`src/rtl/program_dump_tx_pkg.sv`:
```
// Shared UART definitions for the program loader/dumper pair: state
// encoding, frame shape and the baud divisor floor.
package program_dump_tx_pkg;

   // One encoding for both the dump sequencer and the bit serializer so a
   // single debug view can show either.
   typedef enum logic [2:0] {
      ST_IDLE    = 3'd0,
      ST_FETCH   = 3'd1,
      ST_CAPTURE = 3'd2,
      ST_START   = 3'd3,
      ST_DATA    = 3'd4,
      ST_STOP    = 3'd5,
      ST_DONE    = 3'd6
   } uart_state_e;

   localparam int              DIV_W          = 20;
   localparam logic [DIV_W-1:0] DIV_MIN       = 20'd2;
   localparam int              DATA_BITS      = 8;
   localparam int              STOP_BITS      = 1;
   localparam int              BYTES_PER_WORD = 4;

   // Divisors below DIV_MIN would make a bit shorter than the counter can
   // represent, so they are lifted to the floor.
   function automatic logic [DIV_W-1:0] div_floor(input logic [DIV_W-1:0] d);
      return (d < DIV_MIN) ? DIV_MIN : d;
   endfunction

endpackage

```
`src/rtl/program_dump_tx_if.sv`:
```
// Synchronous ROM read port used by the program dumper. Read data is valid
// the cycle after rom_rd_o is high.
interface program_dump_tx_if #(
   parameter int ADDR_W = 15
);
   logic              rom_rd_o;
   logic [ADDR_W-1:0] rom_addr_o;
   logic [31:0]       rom_data_i;

   modport master (
      output rom_rd_o,
      output rom_addr_o,
      input  rom_data_i
   );

   modport slave (
      input  rom_rd_o,
      input  rom_addr_o,
      output rom_data_i
   );
endinterface

```
`src/rtl/program_dump_tx_serializer.sv`:
```
// 8N1 UART byte serializer: baud down-counter plus START/DATA/STOP bit
// sequencing, LSB first. tx_o is driven straight from a flop.
//
// Handshake: a byte is transferred on any cycle where load_i and ready_o
// are both high. ready_o is high while idle and during the final cycle of
// a stop bit, so a byte offered then starts its start bit on the very next
// cycle with no idle gap. load_i without ready_o is not remembered.
module uart_tx_serializer
   import program_dump_tx_pkg::*;
(
   input  logic             clk,
   input  logic             rst_n,
   input  logic [DIV_W-1:0] div_i,
   input  logic             load_i,
   input  logic [7:0]       byte_i,
   output logic             ready_o,
   output logic             tx_o,
   output uart_state_e      state_o
);

   uart_state_e      state_q, state_d;
   logic [DIV_W-1:0] cnt_q, cnt_d;
   logic [DIV_W-1:0] div_q, div_d;
   logic [7:0]       sh_q, sh_d;
   logic [2:0]       bit_q, bit_d;
   logic             tx_q, tx_d;
   logic             bit_end;
   logic             accept;

   assign bit_end = (cnt_q == '0);
   assign ready_o = (state_q == ST_IDLE) || ((state_q == ST_STOP) && bit_end);
   assign accept  = load_i && ready_o;
   assign tx_o    = tx_q;
   assign state_o = state_q;

   // Next-state: bit timing, shifting and line level.
   always_comb begin
      state_d = state_q;
      cnt_d   = cnt_q;
      div_d   = div_q;
      sh_d    = sh_q;
      bit_d   = bit_q;
      tx_d    = tx_q;

      if ((state_q != ST_IDLE) && !bit_end) begin
         cnt_d = cnt_q - 1'b1;
      end

      if (accept) begin
         // The divisor is captured per frame; the start bit begins next cycle.
         state_d = ST_START;
         div_d   = div_i;
         cnt_d   = div_i - 1'b1;
         sh_d    = byte_i;
         bit_d   = '0;
         tx_d    = 1'b0;
      end else if (bit_end) begin
         case (state_q)
            ST_START: begin
               state_d = ST_DATA;
               cnt_d   = div_q - 1'b1;
               tx_d    = sh_q[0];
               sh_d    = {1'b0, sh_q[7:1]};
               bit_d   = '0;
            end
            ST_DATA: begin
               cnt_d = div_q - 1'b1;
               if (bit_q == 3'(DATA_BITS - 1)) begin
                  state_d = ST_STOP;
                  tx_d    = 1'b1;
               end else begin
                  tx_d  = sh_q[0];
                  sh_d  = {1'b0, sh_q[7:1]};
                  bit_d = bit_q + 1'b1;
               end
            end
            ST_STOP: begin
               state_d = ST_IDLE;
               tx_d    = 1'b1;
            end
            default: begin
               tx_d = 1'b1;
            end
         endcase
      end
   end

   // State register; reset parks the line high immediately.
   always_ff @(posedge clk or negedge rst_n) begin
      if (!rst_n) begin
         state_q <= ST_IDLE;
         cnt_q   <= '0;
         div_q   <= '0;
         sh_q    <= '0;
         bit_q   <= '0;
         tx_q    <= 1'b1;
      end else begin
         state_q <= state_d;
         cnt_q   <= cnt_d;
         div_q   <= div_d;
         sh_q    <= sh_d;
         bit_q   <= bit_d;
         tx_q    <= tx_d;
      end
   end

endmodule

```
`src/rtl/program_dump_tx.sv`:
```
// Program dump transmitter: reads ROM words and streams each one over the
// UART as four bytes, MSB byte first, optionally followed by an end-marker
// word. Bit-level framing is delegated to uart_tx_serializer.
module program_dump_tx
   import program_dump_tx_pkg::*;
#(
   parameter int          ADDR_W      = 15,
   parameter bit          SEND_MARKER = 1'b1,
   parameter logic [31:0] END_MARKER  = 32'hFFFF_FFFF
) (
   input  logic              clk,
   input  logic              rst_n,
   input  logic [DIV_W-1:0]  baudrate_i,
   input  logic              start_i,
   input  logic [ADDR_W:0]   word_count_i,
   program_dump_tx_if.master rom,
   output logic              tx_o,
   output logic              busy_o,
   output logic              done_o,
   output uart_state_e       dbg_state_o
);

   localparam logic [ADDR_W:0] MAX_WORDS = {1'b1, {ADDR_W{1'b0}}};

   // The sequencer uses ST_START for the whole time a word's four bytes are
   // with the serializer; the serializer reports the finer bit phase.
   uart_state_e      state_q, state_d;
   logic [ADDR_W:0]  cnt_q, cnt_d;
   logic [ADDR_W:0]  idx_q, idx_d;
   logic [DIV_W-1:0] div_q, div_d;
   logic [31:0]      shift_q, shift_d;
   logic [1:0]       bc_q, bc_d;
   logic             marker_q, marker_d;

   logic [ADDR_W:0]  word_sat;
   logic [ADDR_W:0]  idx_next;
   logic             in_marker;
   logic [31:0]      cap_word;
   logic             ser_load;
   logic [7:0]       ser_byte;
   logic             ser_ready;
   uart_state_e      ser_state;

   // Counts beyond the ROM size are clamped so the index can never wrap.
   assign word_sat  = (word_count_i > MAX_WORDS) ? MAX_WORDS : word_count_i;
   assign idx_next  = idx_q + 1'b1;
   // Once the index reaches the count, any further word is the marker.
   assign in_marker = !(idx_q < cnt_q);
   assign cap_word  = in_marker ? END_MARKER : rom.rom_data_i;

   assign rom.rom_rd_o   = (state_q == ST_FETCH) && !in_marker;
   assign rom.rom_addr_o = idx_q[ADDR_W-1:0];
   assign busy_o         = (state_q != ST_IDLE) && (state_q != ST_DONE);
   assign done_o         = (state_q == ST_DONE);
   assign dbg_state_o    = (state_q == ST_START) ? ser_state : state_q;

   // Next-state: word fetch, byte hand-off and end-of-dump decisions.
   always_comb begin
      state_d  = state_q;
      cnt_d    = cnt_q;
      idx_d    = idx_q;
      div_d    = div_q;
      shift_d  = shift_q;
      bc_d     = bc_q;
      marker_d = marker_q;
      ser_load = 1'b0;
      ser_byte = shift_q[23:16];

      case (state_q)
         ST_IDLE: begin
            if (start_i) begin
               cnt_d    = word_sat;
               div_d    = div_floor(baudrate_i);
               idx_d    = '0;
               bc_d     = '0;
               marker_d = 1'b0;
               state_d  = ((word_sat == '0) && !SEND_MARKER) ? ST_DONE : ST_FETCH;
            end
         end
         ST_FETCH: begin
            state_d = ST_CAPTURE;
         end
         ST_CAPTURE: begin
            // Byte 0 goes straight from the captured word so its start bit
            // follows CAPTURE without an extra cycle.
            shift_d  = cap_word;
            bc_d     = '0;
            ser_load = 1'b1;
            ser_byte = cap_word[31:24];
            if (in_marker) begin
               marker_d = 1'b1;
            end
            state_d = ST_START;
         end
         ST_START: begin
            if (ser_ready) begin
               if (bc_q != 2'(BYTES_PER_WORD - 1)) begin
                  bc_d     = bc_q + 1'b1;
                  shift_d  = {shift_q[23:0], 8'h00};
                  ser_load = 1'b1;
                  ser_byte = shift_q[23:16];
               end else if (!in_marker && (idx_next < cnt_q)) begin
                  idx_d   = idx_next;
                  state_d = ST_FETCH;
               end else if (SEND_MARKER && !marker_q) begin
                  if (!in_marker) begin
                     idx_d = idx_next;
                  end
                  state_d = ST_FETCH;
               end else begin
                  state_d = ST_DONE;
               end
            end
         end
         ST_DONE: begin
            state_d = ST_IDLE;
         end
         default: begin
            state_d = ST_IDLE;
         end
      endcase
   end

   // Sequencer registers; reset abandons any dump in progress.
   always_ff @(posedge clk or negedge rst_n) begin
      if (!rst_n) begin
         state_q  <= ST_IDLE;
         cnt_q    <= '0;
         idx_q    <= '0;
         div_q    <= '0;
         shift_q  <= '0;
         bc_q     <= '0;
         marker_q <= 1'b0;
      end else begin
         state_q  <= state_d;
         cnt_q    <= cnt_d;
         idx_q    <= idx_d;
         div_q    <= div_d;
         shift_q  <= shift_d;
         bc_q     <= bc_d;
         marker_q <= marker_d;
      end
   end

   uart_tx_serializer u_ser (
      .clk     (clk),
      .rst_n   (rst_n),
      .div_i   (div_q),
      .load_i  (ser_load),
      .byte_i  (ser_byte),
      .ready_o (ser_ready),
      .tx_o    (tx_o),
      .state_o (ser_state)
   );

endmodule

```
`src/flat_wrapper.sv`:
```
// flat-port wrapper written by rule: the top's interface ports become plain ports
module program_dump_tx_flat import program_dump_tx_pkg::*;
#(
   parameter int          ADDR_W      = 15,
   parameter bit          SEND_MARKER = 1'b1,
   parameter logic [31:0] END_MARKER  = 32'hFFFF_FFFF
)
  (clk, rst_n, baudrate_i, start_i, word_count_i, tx_o, busy_o, done_o, dbg_state_o, rom_rom_rd_o, rom_rom_addr_o, rom_rom_data_i);
  program_dump_tx_if #(.ADDR_W(ADDR_W)) rom_i ();
  input  logic clk;
  input  logic rst_n;
  input  logic [DIV_W-1:0] baudrate_i;
  input  logic start_i;
  input  logic [ADDR_W:0] word_count_i;
  output logic tx_o;
  output logic busy_o;
  output logic done_o;
  output uart_state_e dbg_state_o;
  output wire logic [$bits(rom_i.rom_rd_o)-1:0] rom_rom_rd_o;
  output wire logic [$bits(rom_i.rom_addr_o)-1:0] rom_rom_addr_o;
  input wire logic [$bits(rom_i.rom_data_i)-1:0] rom_rom_data_i;
  assign rom_rom_rd_o = rom_i.rom_rd_o;
  assign rom_rom_addr_o = rom_i.rom_addr_o;
  assign rom_i.rom_data_i = rom_rom_data_i;
  program_dump_tx #(.ADDR_W(ADDR_W), .SEND_MARKER(SEND_MARKER), .END_MARKER(END_MARKER)) u_core (.clk(clk), .rst_n(rst_n), .baudrate_i(baudrate_i), .start_i(start_i), .word_count_i(word_count_i), .rom(rom_i), .tx_o(tx_o), .busy_o(busy_o), .done_o(done_o), .dbg_state_o(dbg_state_o));
endmodule
```
`config.mk`:
```
export PLATFORM = sky130hd
export DESIGN_NAME = program_dump_tx_flat
export DESIGN_NICKNAME = d
export VERILOG_FILES = /design/src/rtl/program_dump_tx_pkg.sv /design/src/rtl/program_dump_tx_if.sv /design/src/rtl/program_dump_tx_serializer.sv /design/src/rtl/program_dump_tx.sv /design/src/flat_wrapper.sv
export SDC_FILE = /design/constraint.sdc
export NUM_CORES = 1
export LEC_CHECK = 0
export CORE_MARGIN = 5
export CORE_UTILIZATION = 45
export DETAILED_ROUTE_END_ITERATION = 16
export PLACE_DENSITY = 0.73
export SKIP_LAST_GASP = 1
export SLEW_MARGIN = 20
export SYNTH_ARGS = -nofsm -noshare
export SYNTH_HDL_FRONTEND = slang
export SYNTH_HIERARCHICAL = 1
export SYNTH_SLANG_ARGS = --single-unit
```
`constraint.sdc`:
```
create_clock -name clk -period 4.4 [get_ports clk]
set_input_delay 0.66 -clock clk [delete_from_list [all_inputs] [get_ports clk]]
set_output_delay 0.66 -clock clk [all_outputs]
set_load 0.05 [all_outputs]
```
-- Yosys cells after proc, flatten, opt, wreduce, memory -nomap -nowiden
Index checks and enable logic that the tools add are counted.
- register bits after elaboration: 137
- bits of input ports: 71
- output and inout bits: 22
- word-level logic and storage cells: 122
- $add $sub $neg: 6
- order comparisons: 4
- equal/unequal tests: 19
- muxes and demuxes: 51
- reduce and logical (&&, ||, !) cells: 29
- operators with widths (kind ; count):
    16-bit 2-to-1 mux ; 7
    20-bit 2-to-1 mux ; 5
    20-bit by 1-bit subtractor with 20-bit output, second input constant ; 3
    24-bit 2-to-1 mux ; 2
    24-bit one-hot mux with 2 select lines ; 1
    3-bit 2-to-1 mux ; 12
    16-bit < comparator ; 2
    32-bit 2-to-1 mux ; 1
    8-bit 2-to-1 mux ; 4
    16-bit one-hot mux with 2 select lines ; 1
    20-bit zero test ; 1
    20-bit by 2-bit < comparator with 1-bit output, second input constant ; 1
    16-bit by 1-bit adder with 16-bit output, second input constant ; 1
    16-bit greater-than comparator, second input constant ; 1
    8-bit one-hot mux with 2 select lines ; 1
    3-bit != test, second input constant ; 5
    3-bit AND reduction ; 5
    3-bit == test, second input constant ; 4
    2-bit != test, second input constant ; 6
    3-bit one-hot mux with 4 select lines ; 1
    3-bit nonzero test ; 4
    3-bit by 2-bit == test with 1-bit output, second input constant ; 3
    3-bit one-hot mux with 3 select lines ; 1
    2-bit nonzero test ; 4
    17 further kinds ; 33

-- Logic depth before layout (Yosys ltp)
- depth in word-level cells: 8
- depth in mapped cells: 15

-- By module
The synthesis kept the hierarchy.
- by module, submodules not included (module ; instances ; cells an instance ; area an instance (µm²)):
    program_dump_tx ; 1 ; 537 ; 4780.8
    uart_tx_serializer ; 1 ; 434 ; 3648.5

-- Worst setup path after synthesis
Ideal clock, no wire load.
- path kind: reg-to-output
- from: register u_core.idx_q[5]
- to: output rom_rom_rd_o
- arrival time: 2.782 ns
- path slack: 0.958 ns
- cell stages (with the launch flop): 8
- cell sequence: dfrtp_1 -> ha_1 -> a21o_1 -> a221oi_1 -> o21a_1 -> o21ai_2 -> clkbuf_1 -> nor3_1
- longest elaborated chain between the ends: 2
- RTL lines (what ; RTL line ; RTL):
    start, declared ; program_dump_tx.sv:29 ; logic [ADDR_W:0] idx_q, idx_d;
    start signal, assigned ; program_dump_tx.sv:137 ; idx_q <= idx_d;
    16-bit < comparator ; program_dump_tx.sv:48 ; assign in_marker = !(idx_q < cnt_q);
    1-bit logical AND ; program_dump_tx.sv:51 ; assign rom.rom_rd_o = (state_q == ST_FETCH) && !in_marker;
    end, declared ; flat_wrapper.sv:19 ; output wire logic [$bits(rom_i.rom_rd_o)-1:0] rom_rom_rd_o;
Every way passes these cells.

-- Worst setup path after layout
Same ends and word-level chain as after synthesis.

==> run_results.csv <==
group,metric,value,unit
clocking,path_clk_slew,0.06,ns
grt,antenna_found_initial,0,
pwr,switching_share,23.40,%
yosys,async_reset_ff_share,100.0,%
sta,setup_viol,0,
sta,grt_setup_unrepaired,"no",
clocking,cts-root-buf,"clkbuf_16",
sta,clock_skew,0.01240,ns
sta,finalCritPeriodShare,87.74,%
clocking,cts_buffers,17,
sta,finalHoldViolCount,0,
pwr,p_sw,0.6518,mW
sta,relSlewSlack,30.93,%
detailed_routing,drt-pass1-iter-count,5,
setup_path,critPathMaxFanout,9,
yosys,avgSynthCellArea,8.681,um^2
layout,synthToLayoutAreaGrowth,18.70,%
layout,n_antenna_cell,0,
yosys,synth_edf_count,0,
floorplanning,initial_core_util,45.37,%
pwr,p_leak,4.581,nW
yosys,synth_area_leaders,"dfrtp_1 40%, nand2_1 9.0%, ha_1 5.6%",
pwr,vdd_drop_max,0.2492,mV
setup_path,end_kind,"output port",
floorplanning,die_height,146.9,um
clocking,clk_path_buf_depth,2,
clocking,cts.htree.levels,4,
yosys,ys.flop_type,"dfrtp_1",
floorplanning,die_w,146.9,um
clocking,post_cts_resized,0,
detailed_routing,num_vias,7192,
setup_path,cp.arrival,3.20,ns
clocking,clk_latency,0.43,ns
clocking,clock_sinks,137,
setup_path,crit_buf_inv,1,
layout,drive_gt1_share,7.524,%
detailed_routing,avgRoutedWirePerCell,16.71,um
setup_path,slowest_delay,0.85,ns
clocking,post-cts-setup-buffers,0,
detailed_routing,totalWireLength,21.46,mm
detailed_routing,drc,0,
floorplanning,core_area,18580,um^2
placement,hpwl,15.54,mm
floorplanning,ios,93,
sta,setup_tns,0,ns
yosys,synth_seq_area_share,40.69,%
sta,period_needed,3.860,ns
grt,grt_max_degree,98,
pwr,p_int,2.134,mW
pwr,pwr_density_cell,278.4,nW/um^2
setup_path,critPathLaunchType,"register",
setup_path,crit_slowest_cell,"clkdlybuf4s50_1",
yosys,syn-num-nets,1080,
yosys,synth-seq-cells,137,
setup_path,path_class,"reg -> out",
yosys,synth_area,8429,um^2
setup_path,path_cells,"ha_1 -> a21o_1 -> a221oi_1 -> o21a_1 -> o21ai_2 -> nor3_1 -> clkdlybuf4s50_1",
yosys,ys_types,79,
pwr,p_clk_share,49.7,%
sta,slew_viol_final,0,
run_status,status,"finished, final reports clean",
yosys,synth_top_area_share,40.37,%
yosys,yosysTopAreaCell,"dfrtp_1",
layout,layout_common_cells,"203 x nand2_1, 136 x dfrtp_1, 91 x clkdlybuf4s50_1, 73 x nor2_1, 54 x nor3_1",
sta,fmax,259.0,MHz
pwr,pwr-share-comb,4.3,%
detailed_routing,viasPerCell,5.601,
detailed_routing,drtIter0Drc,499,
yosys,yosys_warnings,6,
layout,nets,1146,
floorplanning,die_area,21570,um^2
setup_path,cp_data_required_time,3.74,ns
sta,worstMarginPinSlew,1.023,ns
detailed_routing,ant_nets,0,
clocking,hold_buffers,0,
floorplanning,rows,50,
grt,grt_use_total,20.13,%
yosys,syn_inst,971,
pwr,seqPwrFrac,46.0,%
grt,grt_pass1_wl,35.48,mm
grt,grt_overflow_total,0,
layout,layout_commonest_cell,"nand2_1",
grt,grt_pass1_vias,6923,
setup_path,cp_top_family,"compound AO/OA/AOI/OAI gates",
run,drv_cap,0,
placement,port_buffers,92,
clocking,cts_tree,"done",
hold_path,hold_class,"in -> async",
layout,final_util,53.85,%
placement,gp_routability_congestion,0.8652,
[routing by layer]
layer | track usage (%) | vias to the layer above | share of wire (%)
met5 | 0 | - | 0
met4 | 7.949 | 0 | 2.0
met3 | 3.701 | 26 | 4.7
met2 | 30.79 | 184 | 46
met1 | 28.33 | 3438 | 48
li1 | - | 3544 | -
[metrics by stage]
stage          std cells  total power, mW  hold WS [ns]  cell area [um^2]  worst slack [ns]
2_1_floorplan        971            1.327        0.3644              8429            0.9584
3_3_place_gp        1252            1.426        0.4496              9438            0.7341
3_5_place_dp        1252            1.428        0.4563              9438            0.6178
4_1_cts             1284            2.817        0.3632             10010            0.5114
5_1_grt             1284            2.890        0.4160             10010            0.3500
6_report            1284            2.786        0.3362             10010            0.5396
[cell type report]
| type | count | area, um^2 |
|---|---|---|
| Multi-Input combinational cell | 742 | 4557 |
| Inverter | 31 | 116.4 |
| Sequential cell | 137 | 3430 |
| Clock buffer | 18 | 429.2 |
| Timing Repair Buffer | 108 | 1042 |
| Fill cell | 1657 | 8574 |
| Clock inverter | 14 | 138.9 |
| Tap cell | 234 | 292.8 |
[worst paths after layout]
path / cells past startpoint / startpoint / end / slack [ns]
max: 7 / u_core/idx_q[5]$_DFFE_PN0P_ / rom_rom_rd_o / 0.54
min: 1 / rst_n / u_core/cnt_q[8]$_DFFE_PN0P_ / 0.34
max reg2reg: 11 / u_core/u_ser/cnt_q[0]$_DFF_PN0_ / u_core/u_ser/cnt_q[0]$_DFF_PN0_ / 0.55
min reg2reg: 2 / u_core/shift_q[3]$_DFFE_PN0P_ / u_core/shift_q[3]$_DFFE_PN0P_ / 0.47
max in group asynchronous: 2 / rst_n / u_core/u_ser/tx_o$_DFFE_PN1P_ / 3.16
min in group clk: 2 / u_core/shift_q[3]$_DFFE_PN0P_ / u_core/shift_q[3]$_DFFE_PN0P_ / 0.47
[sequential cells by signal, indices dropped and copies added, names as in the netlist]
| signal | cells |
|---|---|
| u_core/u_ser/cnt_q | 20 |
| u_core/shift_q | 24 |
| u_core/u_ser/bit_q | 3 |
| u_core/u_ser/state_o | 3 |
| u_core/u_ser/div_q | 20 |
| u_core/idx_q | 16 |
| u_core/bc_q | 2 |
| u_core/cnt_q | 16 |
| u_core/u_ser/sh_q | 8 |
| u_core/marker_q | 1 |
| u_core/u_ser/tx_o | 1 |
| u_core/div_q | 20 |
| u_core/state_q | 3 |
[kinds of logic after synthesis]
logic type,Yosys count,synth area share (%)
and+or+nand+nor,444,24.39
adders and majority gates,39,5.759
buffers and inverters,92,5.344
xor gates and xnor gates,56,5.819
muxes,17,2.063
DFF,137,40.69
AOI/OAI and AO/OA,186,15.94
[worst register-to-register path: stages (launching register included)]
cell	delay, ns
dfrtp_1	0.44
inv_1	0.11
ha_1	0.13
or3b_1	0.45
or4_4	0.59
o31ai_4	0.29
nor2b_1	0.33
o21ai_2	0.10
inv_1	0.12
nand2_1	0.55
nor2_1	0.48
a311oi_1	0.08
[power by group through the flow]
stage	registers, mW	logic, mW	clock network [mW]
3_5_place_dp	1.31	0.122	0
6_report	1.28	0.120	1.38
3_3_place_gp	1.31	0.121	0
4_1_cts	1.28	0.122	1.41
2_1_floorplan	1.30	0.0227	0
5_1_grt	1.28	0.135	1.47
[cell usage after synthesis (14+ instances only)]
library cell  count
nand2_1         203
dfrtp_1         136
nor2_1           74
nor3_1           54
o21ai_0          45
ha_1             38
xor2_1           37
a21oi_1          32
inv_1            30
clkbuf_1         28
nor4_1           25
nand3_1          19
xnor2_1          19
o31ai_1          18
buf_4            16
mux2i_1          14
Power figures use the tool's default switching activity.
==> variant 1, RTL diff (same settings) <==
`SEND_MARKER` is set to 1'b1 in 2 places; all go to 1'b0.
--- a/src/rtl/program_dump_tx.sv
+++ b/src/rtl/program_dump_tx.sv
@@ -7,3 +7,3 @@
    parameter int          ADDR_W      = 15,
-   parameter bit          SEND_MARKER = 1'b1,
+   parameter bit          SEND_MARKER = 1'b0,
    parameter logic [31:0] END_MARKER  = 32'hFFFF_FFFF
--- a/src/flat_wrapper.sv
+++ b/src/flat_wrapper.sv
@@ -4,3 +4,3 @@
    parameter int          ADDR_W      = 15,
-   parameter bit          SEND_MARKER = 1'b1,
+   parameter bit          SEND_MARKER = 1'b0,
    parameter logic [31:0] END_MARKER  = 32'hFFFF_FFFF
Formal check against the unedited RTL: not equivalent (a bounded check fails within 4 cycles, from zero or initial values and one cycle with rst_n low).
==> variant 1 against the unedited design <==
- utilization rose by 0.19 points
- sequential cell count fell by 1
- count of clock-buffer cells in the layout fell by 1
- first-iteration DRC count rose by 16%
- fmax fell by 1.2%
- area after synthesis rose by 0.52%
- register-to-register slack improved by 0.08 ns
- cell area rose by 0.69%
- worst setup slack got worse by 0.049 ns
- clock skew fell by 0.0040 ns
- wire length fell by 1.5%
- synthesized cell count fell by 0.41%
Power is not compared: it rests on default switching activity, and its combinational part moved more than twofold at a synthesized area within 25%.
==> variant 1: results (changes against the unedited design) <==
status finished clean (unchanged); adder-cell share of the synthesized area 5.611% (was 5.759%); worst reg2reg setup slack 0.63 ns (was 0.55 ns); Compound-Gate Fraction of Synth Area 15.12% (was 15.94%); FF-to-FF Start u_core/idx_q[0] (was u_core/u_ser/cnt_q[0]); met3 wire length 1.183 mm (was 1.007 mm); Inst Count DP 1,245 (was 1,252); GPL Wtd Cong 0.9026 (was 0.8652); most frequent cells after synthesis 160 x nand2_1, 135 x dfrtp_1, 75 x nor2_1 (was 203 x nand2_1, 136 x dfrtp_1, 74 x nor2_1); post-synthesis sequential area ratio 40.18% (was 40.69%); DR WL met2 9.748 mm (was 9.802 mm); skew final 0.008359 ns (was 0.01240 ns); largest net degree at the start of global routing 53 (was 98); Iter 0 DRT Violations 580 (was 499); Nets 1,139 (was 1,146); worst r2r path cells 14 (was 11); vias per cell 5.605 (was 5.601); metal1 wirelength 9.898 mm (was 10.21 mm); Post-Synth XOR/XNOR Area 6.202% (was 5.819%); r2r endpoint u_core/idx_q[4] (was u_core/u_ser/cnt_q[0]); Post-Place Setup Slack 0.6485 ns (was 0.6178 ns); ratio of cells with drive above 1 in the final layout 9.012% (was 7.524%); drt wl/cell 16.55 um (was 16.71 um); CP delay by family, top simple AND/OR/NAND/NOR gates (was compound AO/OA/AOI/OAI gates); library cells used by synthesis 69 (was 79); first-pass GRT wire length 35.18 mm (was 35.48 mm); hpwl dp 15.36 mm (was 15.54 mm); post-synthesis cell count 967 (was 971); GRT Overall Usage 19.90% (was 20.13%); hold slack 0.1826 ns (was 0.3362 ns); number of global-route vias before repair 6,778 (was 6,923); mux contribution to synthesized area 3.588% (was 2.063%); worst-margin pin slew 0.7559 ns (was 1.023 ns)
variant 1: changes by cell type in the layout (fill, tap and decap cells not counted), sizes merged, moves of 9 or more:
cell	unedited run	this run
mux2	3	19
nor3	55	45
nand3	19	28
nand2	203	162
a21oi	33	45
variant 1: power by group through the flow:
stage          Combinational (mW)  Sequential, mW  Clock (mW)
2_1_floorplan                2.55            2.07           0
3_3_place_gp                 3.13            2.24           0
3_5_place_dp                 3.18            2.25           0
4_1_cts                      3.21            2.23        1.52
5_1_grt                      3.57            2.32        1.57
6_report                     3.20            2.24        1.49
variant 1: how the worst max path moves through the flow:
stage | cells past startpoint | endpoint | slack [ns] | startpoint
6_report | 7 | rom_rom_rd_o | 0.49 | u_core/idx_q[13]
5_1_grt | 14 | u_core/idx_q[4] | 0.31 | u_core/idx_q[0]
4_1_cts | 7 | rom_rom_rd_o | 0.48 | u_core/idx_q[13]
3_5_place_dp | 14 | u_core/idx_q[4] | 0.65 | u_core/idx_q[0]
3_3_place_gp | 14 | u_core/idx_q[4] | 0.80 | u_core/idx_q[0]
2_1_floorplan | 15 | u_core/idx_q[3] | 1.20 | u_core/idx_q[0]
variant 1: cell type report:
| cell class | instances | area, um2 |
|---|---|---|
| Clock buffer | 17 | 425.4 |
| Clock inverter | 15 | 187.7 |
| Fill cell | 1697 | 8568 |
| Inverter | 38 | 142.6 |
| Multi-Input combinational cell | 730 | 4587 |
| Sequential cell | 136 | 3405 |
| Tap cell | 234 | 292.8 |
| Timing Repair Buffer | 107 | 1035 |
variant 1: metal layers:
metal  vias up  global-route usage (%)
met2       201                   31.41
met1      3380                   28.25
met5         -                       0
li1       3554                       -
met4         0                   5.499
met3        22                   3.578
==> variant 2, RTL diff (same settings) <==
Without the edit above. Put a register stage on the outputs `busy_o` and `done_o`, without a reset. The values now appear one clock later. The other outputs are not delayed to match.
--- a/src/rtl/program_dump_tx.sv
+++ b/src/rtl/program_dump_tx.sv
@@ -52,4 +52,6 @@
    assign rom.rom_addr_o = idx_q[ADDR_W-1:0];
-   assign busy_o         = (state_q != ST_IDLE) && (state_q != ST_DONE);
-   assign done_o         = (state_q == ST_DONE);
+   always_ff @(posedge clk) begin
+      busy_o <= (state_q != ST_IDLE) && (state_q != ST_DONE);
+      done_o <= (state_q == ST_DONE);
+   end
    assign dbg_state_o    = (state_q == ST_START) ? ser_state : state_q;
Function: changed (a bounded check fails within 4 cycles, from zero or initial values and one cycle with rst_n low).
==> variant 2 against the unedited design <==
- cell area is 0.83% higher
- die area up 0.91%
- worst setup slack lost 0.067 ns
- sequential cell count rose by 2
- critical endpoint unchanged
- wire length decreased by 2.7%
- sequential share of layout area increased by 0.12 points
- area after synthesis up 0.98%
- synthesized cell count increased by 1.5%
Power is not compared: it rests on default switching activity, and its combinational part moved more than twofold at a synthesized area within 25%.
==> variant 2: results (changes against the unedited design) <==
GRT Overall Usage 19.68% (was 20.13%); Critical Path Source u_core/idx_q[2] (was u_core/idx_q[5]); multi-input gate count 750 (was 742); status finished clean (unchanged); most frequent cells after synthesis 217 x nand2_1, 136 x dfrtp_1, 69 x nor2_1 (was 203 x nand2_1, 136 x dfrtp_1, 74 x nor2_1); drt wl/cell 16.16 um (was 16.71 um); Seq area share 34.39% (was 34.28%); grt met3 use 3.985% (was 3.701%); skew final 0.01504 ns (was 0.01240 ns); Seq cells post-synth 139 (was 137); library cells used by synthesis 75 (was 79); FF-to-FF Start u_core/idx_q[5] (was u_core/u_ser/cnt_q[0]); number of global-route vias before repair 7,071 (was 6,923); fraction of area in multi-input gates 45.16% (was 45.54%); r2r endpoint u_core/idx_q[14] (was u_core/u_ser/cnt_q[0]); metal1 wirelength 9.850 mm (was 10.21 mm); GR met1 Demand/Resource 27.35% (was 28.33%); Inverters, non-clock 32 (was 31); GPL Wtd Cong 0.8830 (was 0.8652); post-synthesis sequential area ratio 40.76% (was 40.69%); Filler cells 1,736 (was 1,657); first-pass GRT wire length 35.25 mm (was 35.48 mm); clock buffer count 19 (was 18); ratio of cells with drive above 1 in the final layout 6.900% (was 7.524%); max incr delay on CP 0.87 ns (was 0.85 ns); met2 Track Usage GR 31.15% (was 30.79%); largest net degree at the start of global routing 62 (was 98); DR WL met2 9.495 mm (was 9.802 mm); hpwl dp 14.99 mm (was 15.54 mm)
[variant 2: through the flow]
| stage | util, % | instances | instance area, um2 | power [mW] | hold WS [ns] |
|---|---|---|---|---|---|
| 2_1_floorplan | - | 986 | 8512 | 2.526 | 0.3644 |
| 3_3_place_gp | 50.73 | 1260 | 9458 | 2.830 | 0.4546 |
| 3_5_place_dp | 50.73 | 1260 | 9458 | 2.855 | 0.4559 |
| 4_1_cts | 54.11 | 1292 | 10090 | 4.415 | 0.2158 |
| 5_1_grt | 54.11 | 1292 | 10090 | 4.657 | 0.2344 |
| 6_report | 54.11 | 1292 | 10090 | 4.383 | 0.2026 |
[variant 2: cells by family after synthesis]
kind of cell / share of synthesized area, %
and+or+nand+nor: 25.90
AOI/OAI and AO/OA: 14.38
DFF: 40.76
buffers and inverters: 5.777
xor gates and xnor gates: 5.351
adders and majority gates: 5.586
muxes: 2.249
